==> config.mk <==
export PLATFORM = sky130hd
export DESIGN_NAME = alu_share_arbiter_flat
export DESIGN_NICKNAME = d
export VERILOG_FILES = /design/src/rtl/alu_share_arbiter_if.sv /design/src/rtl/alu_share_arbiter.sv /design/src/flat_wrapper.sv
export SDC_FILE = /design/constraint.sdc
export NUM_CORES = 1
export LEC_CHECK = 0
export ABC_AREA = 1
export ABC_CLOCK_PERIOD_IN_PS = 4000
export BUFFER_PORTS_ARGS = -buffer_cell sky130_fd_sc_hd__buf_2
export CORE_ASPECT_RATIO = 0.75
export CORE_MARGIN = 3
export CORE_UTILIZATION = 30
export CTS_CLUSTER_SIZE = 28
export DETAILED_ROUTE_END_ITERATION = 10
export GPL_TIMING_DRIVEN = 0
export PLACE_DENSITY = 0.57
export REMOVE_ABC_BUFFERS = 1
export SETUP_SLACK_MARGIN = 0.3
export SLEW_MARGIN = 20
export SYNTH_ARGS = -nofsm -noshare
export SYNTH_HDL_FRONTEND = slang
export SYNTH_SLANG_ARGS = --single-unit
export TNS_END_PERCENT = 20
==> constraint.sdc <==
create_clock -name clk -period 4 [get_ports clk]
set_input_delay 0.4 -clock clk [delete_from_list [all_inputs] [get_ports clk]]
set_output_delay 0.4 -clock clk [all_outputs]
set_load 0.02 [all_outputs]
==> src/rtl/alu_share_arbiter_if.sv <==
// Request/result bundle for alu_share_arbiter.
// master: the requesters and result consumer side. slave: the arbiter.
interface alu_share_arbiter_if;
   // requester 0 (fetch/branch path)
   logic        req0_valid;
   logic        req0_ready;
   logic [2:0]  req0_op;
   logic [31:0] req0_a;
   logic [31:0] req0_b;
   logic        req0_lock;
   // requester 1 (execute path)
   logic        req1_valid;
   logic        req1_ready;
   logic [2:0]  req1_op;
   logic [31:0] req1_a;
   logic [31:0] req1_b;
   logic        req1_lock;
   // tagged result bus
   logic        res_valid;
   logic        res_id;
   logic [31:0] res_result;
   logic        res_zero;

   modport master (
      output req0_valid, req0_op, req0_a, req0_b, req0_lock,
      output req1_valid, req1_op, req1_a, req1_b, req1_lock,
      input  req0_ready, req1_ready,
      input  res_valid, res_id, res_result, res_zero
   );

   modport slave (
      input  req0_valid, req0_op, req0_a, req0_b, req0_lock,
      input  req1_valid, req1_op, req1_a, req1_b, req1_lock,
      output req0_ready, req1_ready,
      output res_valid, res_id, res_result, res_zero
   );
endinterface

==> src/rtl/alu_share_arbiter.sv <==
// alu_share_arbiter: one 32-bit ALU shared by two requesters.
// Round-robin grant, issue register (stage 1), result register (stage 2),
// single tagged result bus, 1 op/cycle.
// Optional feature macro: ALU_ARB_LOCK_EN (burst lock with MAX_BURST limit).
module alu_share_arbiter #(
   parameter logic PRIO_RESET = 1'b0,
   parameter int   MAX_BURST  = 4
) (
   input logic               clk,
   input logic               reset,
   alu_share_arbiter_if.slave bus
);

   localparam int STAGES = 2;

   // vld_pipe[1] = issue register valid, vld_pipe[2] = result valid
   logic [STAGES:1] vld_pipe;

   logic        last_id;
   logic        gnt0;
   logic        gnt1;
   logic        xfer;
   logic        gnt_id;
   logic        tie_id;

   logic [2:0]  s1_op;
   logic [31:0] s1_a;
   logic [31:0] s1_b;
   logic        s1_id;

   logic [31:0] alu_y;

   logic        res_id;
   logic [31:0] res_result;
   logic        res_zero;

`ifdef ALU_ARB_LOCK_EN
   localparam logic [3:0] MAX_B = 4'(MAX_BURST);

   // consecutive locked transfers by last_id; 0 means no burst in progress
   logic [3:0] burst_cnt;
   logic       gnt_lock;
   logic       hold_last;

   // the last granted requester keeps a tie while its burst is live and under the limit
   always_comb begin
      hold_last = 1'b0;
      if ((last_id ? bus.req1_lock : bus.req0_lock) &&
          (burst_cnt != 4'd0) && (burst_cnt < MAX_B))
         hold_last = 1'b1;
      tie_id   = hold_last ? last_id : ~last_id;
      gnt_lock = gnt_id ? bus.req1_lock : bus.req0_lock;
   end

   // burst counter: grows on repeated locked transfers, clears on switch/unlock/idle
   always_ff @(posedge clk) begin
      if (reset) begin
         burst_cnt <= 4'd0;
      end else if (!xfer || !gnt_lock) begin
         burst_cnt <= 4'd0;
      end else if (gnt_id != last_id) begin
         burst_cnt <= 4'd1;
      end else if (burst_cnt < MAX_B) begin
         burst_cnt <= burst_cnt + 4'd1;
      end
   end
`else
   // lock inputs exist on the bus but play no part in plain round-robin
   logic lock_unused;
   assign lock_unused = bus.req0_lock ^ bus.req1_lock;

   // plain round-robin: the requester that did not go last wins a tie
   always_comb begin
      tie_id = ~last_id;
   end
`endif

   // grant: sole valid wins, ties resolved by tie_id, nothing granted in reset
   always_comb begin
      gnt0 = 1'b0;
      gnt1 = 1'b0;
      if (!reset) begin
         if (bus.req0_valid && bus.req1_valid) begin
            gnt0 = ~tie_id;
            gnt1 = tie_id;
         end else begin
            gnt0 = bus.req0_valid;
            gnt1 = bus.req1_valid;
         end
      end
      xfer   = gnt0 | gnt1;
      gnt_id = gnt1;
   end

   assign bus.req0_ready = gnt0;
   assign bus.req1_ready = gnt1;

   // stage 1: capture the granted op and remember who went last
   always_ff @(posedge clk) begin
      if (reset) begin
         vld_pipe[1] <= 1'b0;
         last_id     <= ~PRIO_RESET;
         s1_op       <= 3'd0;
         s1_a        <= 32'd0;
         s1_b        <= 32'd0;
         s1_id       <= 1'b0;
      end else begin
         vld_pipe[1] <= xfer;
         if (xfer) begin
            last_id <= gnt_id;
            s1_id   <= gnt_id;
            s1_op   <= gnt_id ? bus.req1_op : bus.req0_op;
            s1_a    <= gnt_id ? bus.req1_a  : bus.req0_a;
            s1_b    <= gnt_id ? bus.req1_b  : bus.req0_b;
         end
      end
   end

   // shared ALU on stage-1 contents; all arithmetic wraps mod 2^32
   always_comb begin
      alu_y = 32'd0;
      case (s1_op)
         3'd0: alu_y = s1_a & s1_b;
         3'd1: alu_y = s1_a | s1_b;
         3'd2: alu_y = s1_a[31] ? (~s1_a + 32'd1) : s1_a;   // 0x8000_0000 maps to itself
         3'd3: alu_y = s1_a + s1_b;
         3'd4: alu_y = s1_a - s1_b;
         3'd5: alu_y = s1_a + 32'd1;
         3'd6: alu_y = {31'd0, ($signed(s1_a) < $signed(s1_b))};
         3'd7: alu_y = s1_a;
         default: alu_y = 32'd0;
      endcase
   end

   // stage 2: result register; payload holds while no result is produced
   always_ff @(posedge clk) begin
      if (reset) begin
         vld_pipe[2] <= 1'b0;
         res_id      <= 1'b0;
         res_result  <= 32'd0;
         res_zero    <= 1'b1;
      end else begin
         vld_pipe[2] <= vld_pipe[1];
         if (vld_pipe[1]) begin
            res_id     <= s1_id;
            res_result <= alu_y;
            res_zero   <= (alu_y == 32'd0);
         end
      end
   end

   assign bus.res_valid  = vld_pipe[2];
   assign bus.res_id     = res_id;
   assign bus.res_result = res_result;
   assign bus.res_zero   = res_zero;

endmodule

==> src/flat_wrapper.sv <==
// flat-port wrapper written by rule: the top's interface ports become plain ports
module alu_share_arbiter_flat 
#(
   parameter logic PRIO_RESET = 1'b0,
   parameter int   MAX_BURST  = 4
)
  (clk, reset, bus_req0_valid, bus_req0_op, bus_req0_a, bus_req0_b, bus_req0_lock, bus_req1_valid, bus_req1_op, bus_req1_a, bus_req1_b, bus_req1_lock, bus_req0_ready, bus_req1_ready, bus_res_valid, bus_res_id, bus_res_result, bus_res_zero);
  alu_share_arbiter_if bus_i ();
  input logic clk;
  input logic reset;
  input wire logic [$bits(bus_i.req0_valid)-1:0] bus_req0_valid;
  input wire logic [$bits(bus_i.req0_op)-1:0] bus_req0_op;
  input wire logic [$bits(bus_i.req0_a)-1:0] bus_req0_a;
  input wire logic [$bits(bus_i.req0_b)-1:0] bus_req0_b;
  input wire logic [$bits(bus_i.req0_lock)-1:0] bus_req0_lock;
  input wire logic [$bits(bus_i.req1_valid)-1:0] bus_req1_valid;
  input wire logic [$bits(bus_i.req1_op)-1:0] bus_req1_op;
  input wire logic [$bits(bus_i.req1_a)-1:0] bus_req1_a;
  input wire logic [$bits(bus_i.req1_b)-1:0] bus_req1_b;
  input wire logic [$bits(bus_i.req1_lock)-1:0] bus_req1_lock;
  output wire logic [$bits(bus_i.req0_ready)-1:0] bus_req0_ready;
  output wire logic [$bits(bus_i.req1_ready)-1:0] bus_req1_ready;
  output wire logic [$bits(bus_i.res_valid)-1:0] bus_res_valid;
  output wire logic [$bits(bus_i.res_id)-1:0] bus_res_id;
  output wire logic [$bits(bus_i.res_result)-1:0] bus_res_result;
  output wire logic [$bits(bus_i.res_zero)-1:0] bus_res_zero;
  assign bus_i.req0_valid = bus_req0_valid;
  assign bus_i.req0_op = bus_req0_op;
  assign bus_i.req0_a = bus_req0_a;
  assign bus_i.req0_b = bus_req0_b;
  assign bus_i.req0_lock = bus_req0_lock;
  assign bus_i.req1_valid = bus_req1_valid;
  assign bus_i.req1_op = bus_req1_op;
  assign bus_i.req1_a = bus_req1_a;
  assign bus_i.req1_b = bus_req1_b;
  assign bus_i.req1_lock = bus_req1_lock;
  assign bus_req0_ready = bus_i.req0_ready;
  assign bus_req1_ready = bus_i.req1_ready;
  assign bus_res_valid = bus_i.res_valid;
  assign bus_res_id = bus_i.res_id;
  assign bus_res_result = bus_i.res_result;
  assign bus_res_zero = bus_i.res_zero;
  alu_share_arbiter #(.PRIO_RESET(PRIO_RESET), .MAX_BURST(MAX_BURST)) u_core (.clk(clk), .reset(reset), .bus(bus_i));
endmodule
==> results.md, run 1 <==
* Ys flop type: dfxtp_1
* Data required, critical path at 4.34 ns
* Biggest area consumer among synthesized cells: nand2_1
* Worst skew pair latency at 0.40 ns
* FILL cells at 4756
* MaxCap Viol Count at 0
* Core area at 41000 µm²
* Post-synth top area share at 22.1%
* Overall Power at 4.22 mW
* Worst setup EP type: flop
* Final worst-path cycle share at 88.5%
* Post-CTS Hold Buffers at 0
* Worst setup path category: flop to flop
* LEAKAGE at 7.56 nW
* Crit Path Max Fanout at 22
* Post-synthesis cell type count at 42
* Number of synthesized register bits at 105
* Final GP Congestion at 0.935
* Measured slew at the worst slew-check pin at 1.18 ns
* Tmin final at 3.54 ns
* Worst Setup Start Kind: flop
* Number of synthesized flops with an enable pin at 0
* Setup ws final at 0.462 ns
* Clock-pin transition on the worst setup and hold timing paths at 0.08 ns
* Worst hold path class: input pin to flop
* Clock root buffer: clkbuf_16
* RSZ-0062 raised after global routing: yes
* DP Wirelength at 44200 µm
* Sw Ratio at 47.6%
* Fin nets at 2653
* Max Slew Vio Count at 0
* FP Rows at 64
* Syn Inst Count at 2258
* Asr flop ratio synth at 0%
* Tot GR Track Use at 23.9%
* P_int at 2.21 mW
* DRC violation count after routing at 0
* Largest net degree at the start of global routing at 57
* Synth Area per Inst at 5.55 µm²
* Commonest non-fill, non-tap cells in the layout: nand2_1 (733), inv_1 (354), nand3_1 (245)
* WL/cell at 18.3 µm
* Overflow after GRT at 0
* Slew margin rel. at 21.4%
* First-pass GRT wire length at 80600 µm
* Starting DRT DRC Count at 1188
* # clock sinks at 105
* Share of cells above drive strength 1 at 11.5%
* Yosys warning total at 0
* DIE HEIGHT at 183 µm
* Via/cell ratio at 5.02
* Most area-consuming cells after synthesis: nand2_1 (22%), dfxtp_1 (17%), ha_1 (13%)
* Clk_skew at 0.00986 ns
* Clock share of power at 21.2%
* Pre-CTS WS at -0.721 ns
* Peak VDD IR at 169 µV
* Cell Pwr Density at 293 nW/µm²
* Reg power frac at 30.8%
* TritonRoute pass-1 iters at 8
* Aggregate routed wire length at 53900 µm
* Longest Clk Path Bufs at 2
* Die area at 44300 µm²
* Initial Util at 30.6%
* Outcome: finished, final reports clean
* CTS tree: built
* Die width at 242 µm
* Commonest non-fill, non-tap cell in the layout: nand2_1
* Area Overhead vs Synth at 14.8%
* Combinational fraction of design power at 48.0%
* Initial antenna violation count at 0
* Detailed-route via count at 14800
* Total CTS buffers at 9
* I/O Buffers at 174
* Vias in the first global route at 13400
* Final setup fails at 0
* Synthesized cell area at 12500 µm²
* Worst Path Arrival at 3.88 ns
* Inserted Diodes at 0
* Antenna-violating nets left at 0
* Sequential area share after synthesis at 16.8%
* Max frequency at 0.283 GHz
* Net Sw Power at 2.01 mW
* Endpoints failing hold at 0
* Boundary Pins at 177
* Htree depth at 3
* Core Util, Final at 35.1%
kinds of logic after synthesis:
kind of cell,after synthesis,share of synthesized area [%]
xor+xnor,2,0.140
compound gates,281,12.6
fa+ha+maj,130,13.1
simple gates,1305,43.9
flops,105,16.8
buf+inv,435,13.5
layer usage:
metal,vias up,global-route usage (%),part of all wire [%]
li1,7444,-,-
met1,6778,37.0,52
met3,59,3.35,7.1
met4,0,6.32,2.5
met5,-,0,0
met2,524,34.1,38
Yosys cell counts (17+ instances only):
master / count
a21oi_1: 88
a31oi_1: 70
clkbuf_1: 48
dfxtp_1: 105
ha_1: 128
inv_1: 355
nand2_1: 739
nand3_1: 247
nand3b_1: 17
nand4_1: 36
nor2_1: 214
o21ai_0: 88
or2_2: 24
timing repair:
action                     in CTS  in global routing
setup buffers                   1                  1
pin swaps                       1                  2
cloned                          1                  0
setup endpoints to repair      49                 44
gates resized for setup         9                 22
sequential cells by signal, summed over array words and instances, names as in the netlist:
signal	cells
u_core.bus.res_result	32
u_core.s1_a	32
u_core.s1_b	32
u_core.s1_op	3
u_core.bus.res_id	1
u_core.bus.res_valid	1
u_core.bus.res_zero	1
u_core.last_id	1
u_core.s1_id	1
u_core.vld_pipe	1
path summary, 6_finish.rpt:
| path | startpoint | endpoint | slack, ns | depth (start not counted) |
|---|---|---|---|---|
| setup reg to reg | u_core.s1_op[2] | u_core.bus.res_zero | 0.46 | 13 |
| setup / recovery | u_core.s1_op[2] | u_core.bus.res_zero | 0.46 | 13 |
| hold reg to reg | u_core.bus.res_zero | u_core.bus.res_zero | 0.48 | 2 |
| hold / removal | bus_req1_op[1] | u_core.s1_op[1] | 0.26 | 3 |
power groups by stage:
stage / clock (mW) / combinational (mW) / sequential [mW]
5_1_grt: 0.969 / 2.27 / 1.31
3_5_place_dp: 0 / 1.97 / 1.31
3_3_place_gp: 0 / 1.93 / 1.33
6_report: 0.896 / 2.03 / 1.30
4_1_cts: 0.929 / 1.99 / 1.29
2_1_floorplan: 0 / 1.28 / 1.28
cell type report:
| cell class | count | area, µm² | share of cell area [%] |
|---|---|---|---|
| clock inverters | 7 | 66.3 | 0.461 |
| well taps | 561 | 702 | 4.88 |
| inverters | 365 | 1370 | 9.54 |
| clock buffers | 9 | 225 | 1.57 |
| repair buffers | 183 | 1050 | 7.28 |
| flip-flops and latches | 105 | 2110 | 14.7 |
| multi-input cells | 1719 | 8860 | 61.6 |
critical path, cell delays in order, from the launching register on:
cell,delay (ns)
dfxtp_4,0.44
nand3_1,0.56
inv_1,0.76
nand2_1,0.22
nand4_1,0.17
nor2_1,0.22
nand3_1,0.11
nor2_1,0.17
nand2_1,0.19
nor2_1,0.13
nand2_1,0.10
nor2_4,0.22
nand3_1,0.10
nand2_1,0.06
per-stage QoR:
stage	hold slack, ns	instances	cell area (µm²)	TNS (ns)
6_report	0.258	2949	14400	0
2_1_floorplan	0.455	2188	12200	-42.53
5_1_grt	0.250	2949	14400	0
3_5_place_dp	0.462	2930	14000	-10.50
4_1_cts	0.231	2948	14300	0
3_3_place_gp	0.461	2923	13800	-314.77
Note: power is estimated with default switching activity, not from simulation.
==> inputs of run 2 (changes only) <==
- ABC_AREA: 1 -> not set
- CORE_UTILIZATION: 30 -> 59
- PLACE_DENSITY: 0.57 -> 0.92
- SKIP_CTS_REPAIR_TIMING: not set -> 1
==> run 2 against run 1 <==
Net effect:
- the flow now finishes with violations (setup timing)
- via count shrank 9.2%
- clock power grew 11%
- non-clock buffer count grew 39
- global-route usage grew 13 points
==> results.md, run 2 <==
* Outcome: finished, violations left
* Failing checks: setup timing
* Synth Area per Inst at 7.48 µm² (+35%)
* Met1 global-route usage at 51.7% (+15 points)
* Core Util, Final at 72.2% (+37 points)
* Reg2reg setup slack at -0.35 ns (-0.81 ns)
* Biggest regs: u_core.bus.res_result: 32 flops, u_core.s1_a: 32 flops, u_core.s1_b: 32 flops
* Worst Path Arrival at 4.63 ns (+0.75 ns)
* Asr flop ratio synth at 0% (unchanged)
* Worst hold path class: input pin to flop
* Overflow after GRT at 0 (unchanged)
* Final setup fails at 2 (+2)
* LEAKAGE at 5.75 nW (-24%)
* Biggest area consumer among synthesized cells: dfxtp_1
* Number of synthesized flops with an enable pin at 0 (unchanged)
* Max Slew Vio Count at 0 (unchanged)
* RR Endpoint: u_core.bus.res_zero
* Die area at 21200 µm² (-52%)
* Most area-consuming cells after synthesis: dfxtp_1 (18%), ha_1 (14%), mux2i_1 (8.4%)
* Commonest non-fill, non-tap cell in the layout: nor2_1
* Setup_tns at -0.547 ns (-0.547 ns)
* Busiest grt layer: met2
* Antenna-violating nets left at 0 (unchanged)
* Worst setup path category: flop to flop
* Initial antenna violation count at 0 (unchanged)
* Cell Pwr Density at 340 nW/µm² (+16%)
* I/O Buffers at 174 (unchanged)
* Post-synth top area share at 18.3% (-3.8 points)
* P_int at 2.53 mW (+14%)
* Worst setup EP type: flop
* Area Overhead vs Synth at 18.4%
* Peak VDD IR at 265 µV (+57%)
* Vias in the first global route at 11500 (-14%)
* R2R cell count at 15 (+2)
* Clock share of power at 21.6% (+0.4 points)
* Clock root buffer: clkbuf_16
* Initial Util at 61.0% (+30 points)
* RSZ-0062 raised after global routing: yes
* Inserted Diodes at 0 (unchanged)
* WL/cell at 23.4 µm (+28%)
* Worst skew pair latency at 0.37 ns (-0.03 ns)
* Top cells by count, synth: nor2_1 (194), ha_1 (128), a21oi_1 (124), inv_1 (107), dfxtp_1 (105)
* Measured slew at the worst slew-check pin at 0.964 ns (-0.213 ns)
* Placed insts at 1872 (-36%)
* Detailed-route via count at 13400 (-9.2%)
* Worst Setup Start Kind: flop
* Ys flop type: dfxtp_1
* Commonest non-fill, non-tap cells in the layout: nor2_1 (191), buf_2 (173), ha_1 (120)
* GR Layer Usage met3 at 12.8% (+9.5 points)
* Final GP Congestion at 0.997 (+6.7%)
* Tot GR Track Use at 36.8% (+13 points)
* First-pass GRT wire length at 62800 µm (-22%)
* Combinational fraction of design power at 50.0% (+2.0 points)
* Net Sw Power at 2.09 mW (+3.8%)
* CP startpoint: u_core.s1_op[1]
* FP Rows at 43 (-33%)
* Total CTS buffers at 9 (unchanged)
* DP Wirelength at 30100 µm (-32%)
* Endpoints failing hold at 0 (unchanged)
* DRC violation count after routing at 0 (unchanged)
* CTS tree: built
* Clk_skew at 0.0149 ns (+0.00509 ns)
* Longest Clk Path Bufs at 2 (unchanged)
* Htree depth at 3 (unchanged)
* Yosys warning total at 0 (unchanged)
* Syn Inst Count at 1533 (-32%)
* # clock sinks at 105 (unchanged)
* Hold EP: u_core.last_id
* MaxCap Viol Count at 0 (unchanged)
* Via/cell ratio at 7.00 (+39%)
* Tmin final at 4.35 ns (+0.814 ns)
* Fin nets at 1940 (-27%)
* Core area at 18800 µm² (-54%)
* Setup ws final at -0.352 ns (-0.814 ns)
* Reg power frac at 28.5% (-2.3 points)
* Slew margin rel. at 35.1% (+14 points)
* Post-synthesis cell type count at 84 (+100%)
* Sequential area share after synthesis at 18.3% (+1.6 points)
* Post-route insts no fill at 1922 (-35%)
* Met2 Track Usage GR at 53.6% (+19 points)
* Largest net degree at the start of global routing at 80 (+40%)
* Hold path depth at 3 (unchanged)
* Boundary Pins at 177 (unchanged)
* Synthesized cell area at 11500 µm² (-8.6%)
* FF-to-FF Start: u_core.s1_op[1]
* TritonRoute pass-1 iters at 9 (+1)
* Clock-pin transition on the worst setup and hold timing paths at 0.09 ns (about the same)
* Starting DRT DRC Count at 2195 (+85%)
* Share of cells above drive strength 1 at 20.7% (+9.2 points)
* Sw Ratio at 45.2% (-2.4 points)
* Count leader, synth: nor2_1
* Aggregate routed wire length at 44900 µm (-17%)
* Final worst-path cycle share at 109% (+20 points)
* Number of synthesized register bits at 105 (unchanged)
* Data required, critical path at 4.28 ns (-0.06 ns)
* DIE HEIGHT at 127 µm (-31%)
* Hold Startpoint: bus_req1_valid
* Die width at 167 µm (-31%)
* Crit Path Max Fanout at 12 (-45%)
* Max frequency at 0.230 GHz (-19%)
-- run 2: cell types whose count changed after synthesis, sizes merged, moves of 29 or more --
cell / delta
o21ai: -33
xnor2: +29
inv: -256
a21oi: +38
nand3: -214
mux2i: +96
nand2: -681
a211oi: +80
clkbuf: +30
-- run 2: power groups by stage --
stage,logic [mW],clock network (mW),registers [mW]
3_3_place_gp,1.92,0,1.35
6_report,2.31,0.994,1.31
5_1_grt,2.44,1.03,1.32
4_1_cts,1.98,0.989,1.32
3_5_place_dp,1.96,0,1.34
2_1_floorplan,1.36,0,1.32
-- run 2: routing by layer --
| metal | vias to the layer above | share of wire [%] |
|---|---|---|
| li1 | 5940 | - |
| met1 | 6180 | 40 |
| met2 | 1095 | 40 |
| met3 | 233 | 17 |
| met4 | 0 | 3.9 |
| met5 | - | 0 |
-- run 2: layout make-up --
cell class                      instances  area (µm²)
Clock buffer                            9         225
Clock inverter                          7        95.1
Fill cell                            1421        5210
Inverter                              107         422
Multi-Input combinational cell       1224        8950
Sequential cell                       105        2150
Tap cell                              247         309
Timing Repair Buffer                  222        1410
Timing Repair inverter                  1        8.76
-- run 2: logic make-up after synthesis --
kind of cell    after synthesis  share of synthesized area [%]
compound gates              496                           29.0
xor+xnor                     38                           2.90
fa+ha+maj                   130                           14.3
buf+inv                     204                           6.68
flops                       105                           18.3
mux                          99                           8.71
simple gates                461                           20.0
-- run 2: per-stage QoR --
| stage | setup slack (ns) | hold WS (ns) | cell area [µm²] | total power, mW |
|---|---|---|---|---|
| global route | -0.469 | 0.307 | 13600 | 4.79 |
| global placement | -8.13 | 0.456 | 12300 | 3.27 |
| detailed placement | -1.97 | 0.454 | 12500 | 3.30 |
| finish | -0.352 | 0.282 | 13600 | 4.61 |
| floorplan | -4.78 | 0.443 | 11100 | 2.68 |
| CTS | -2.04 | 0.287 | 12800 | 4.28 |
-- run 2: worst max-delay path, stage by stage, from the launching register on --
cell and delay (ns):
dfxtp_4 0.41, clkinv_8 0.07, buf_16 0.15, a31oi_1 0.19, ha_2 0.34, a21oi_4 0.18, o211ai_1 0.29, a31oi_2 0.37
a21oi_1 0.11, a311o_1 0.30, a41o_1 0.26, o41ai_4 0.55, xnor2_2 0.16, a221oi_2 0.33, o221ai_2 0.26, o31ai_1 0.28
-- run 2: worst max-delay path by stage --
stage / end / slack (ns)
CTS: u_core.bus.res_zero / -2.04
floorplan: u_core.s1_a[0] / -4.78
detailed placement: u_core.bus.res_zero / -1.97
global route: u_core.bus.res_zero / -0.47
finish: u_core.bus.res_zero / -0.35
global placement: bus_req0_ready / -8.13
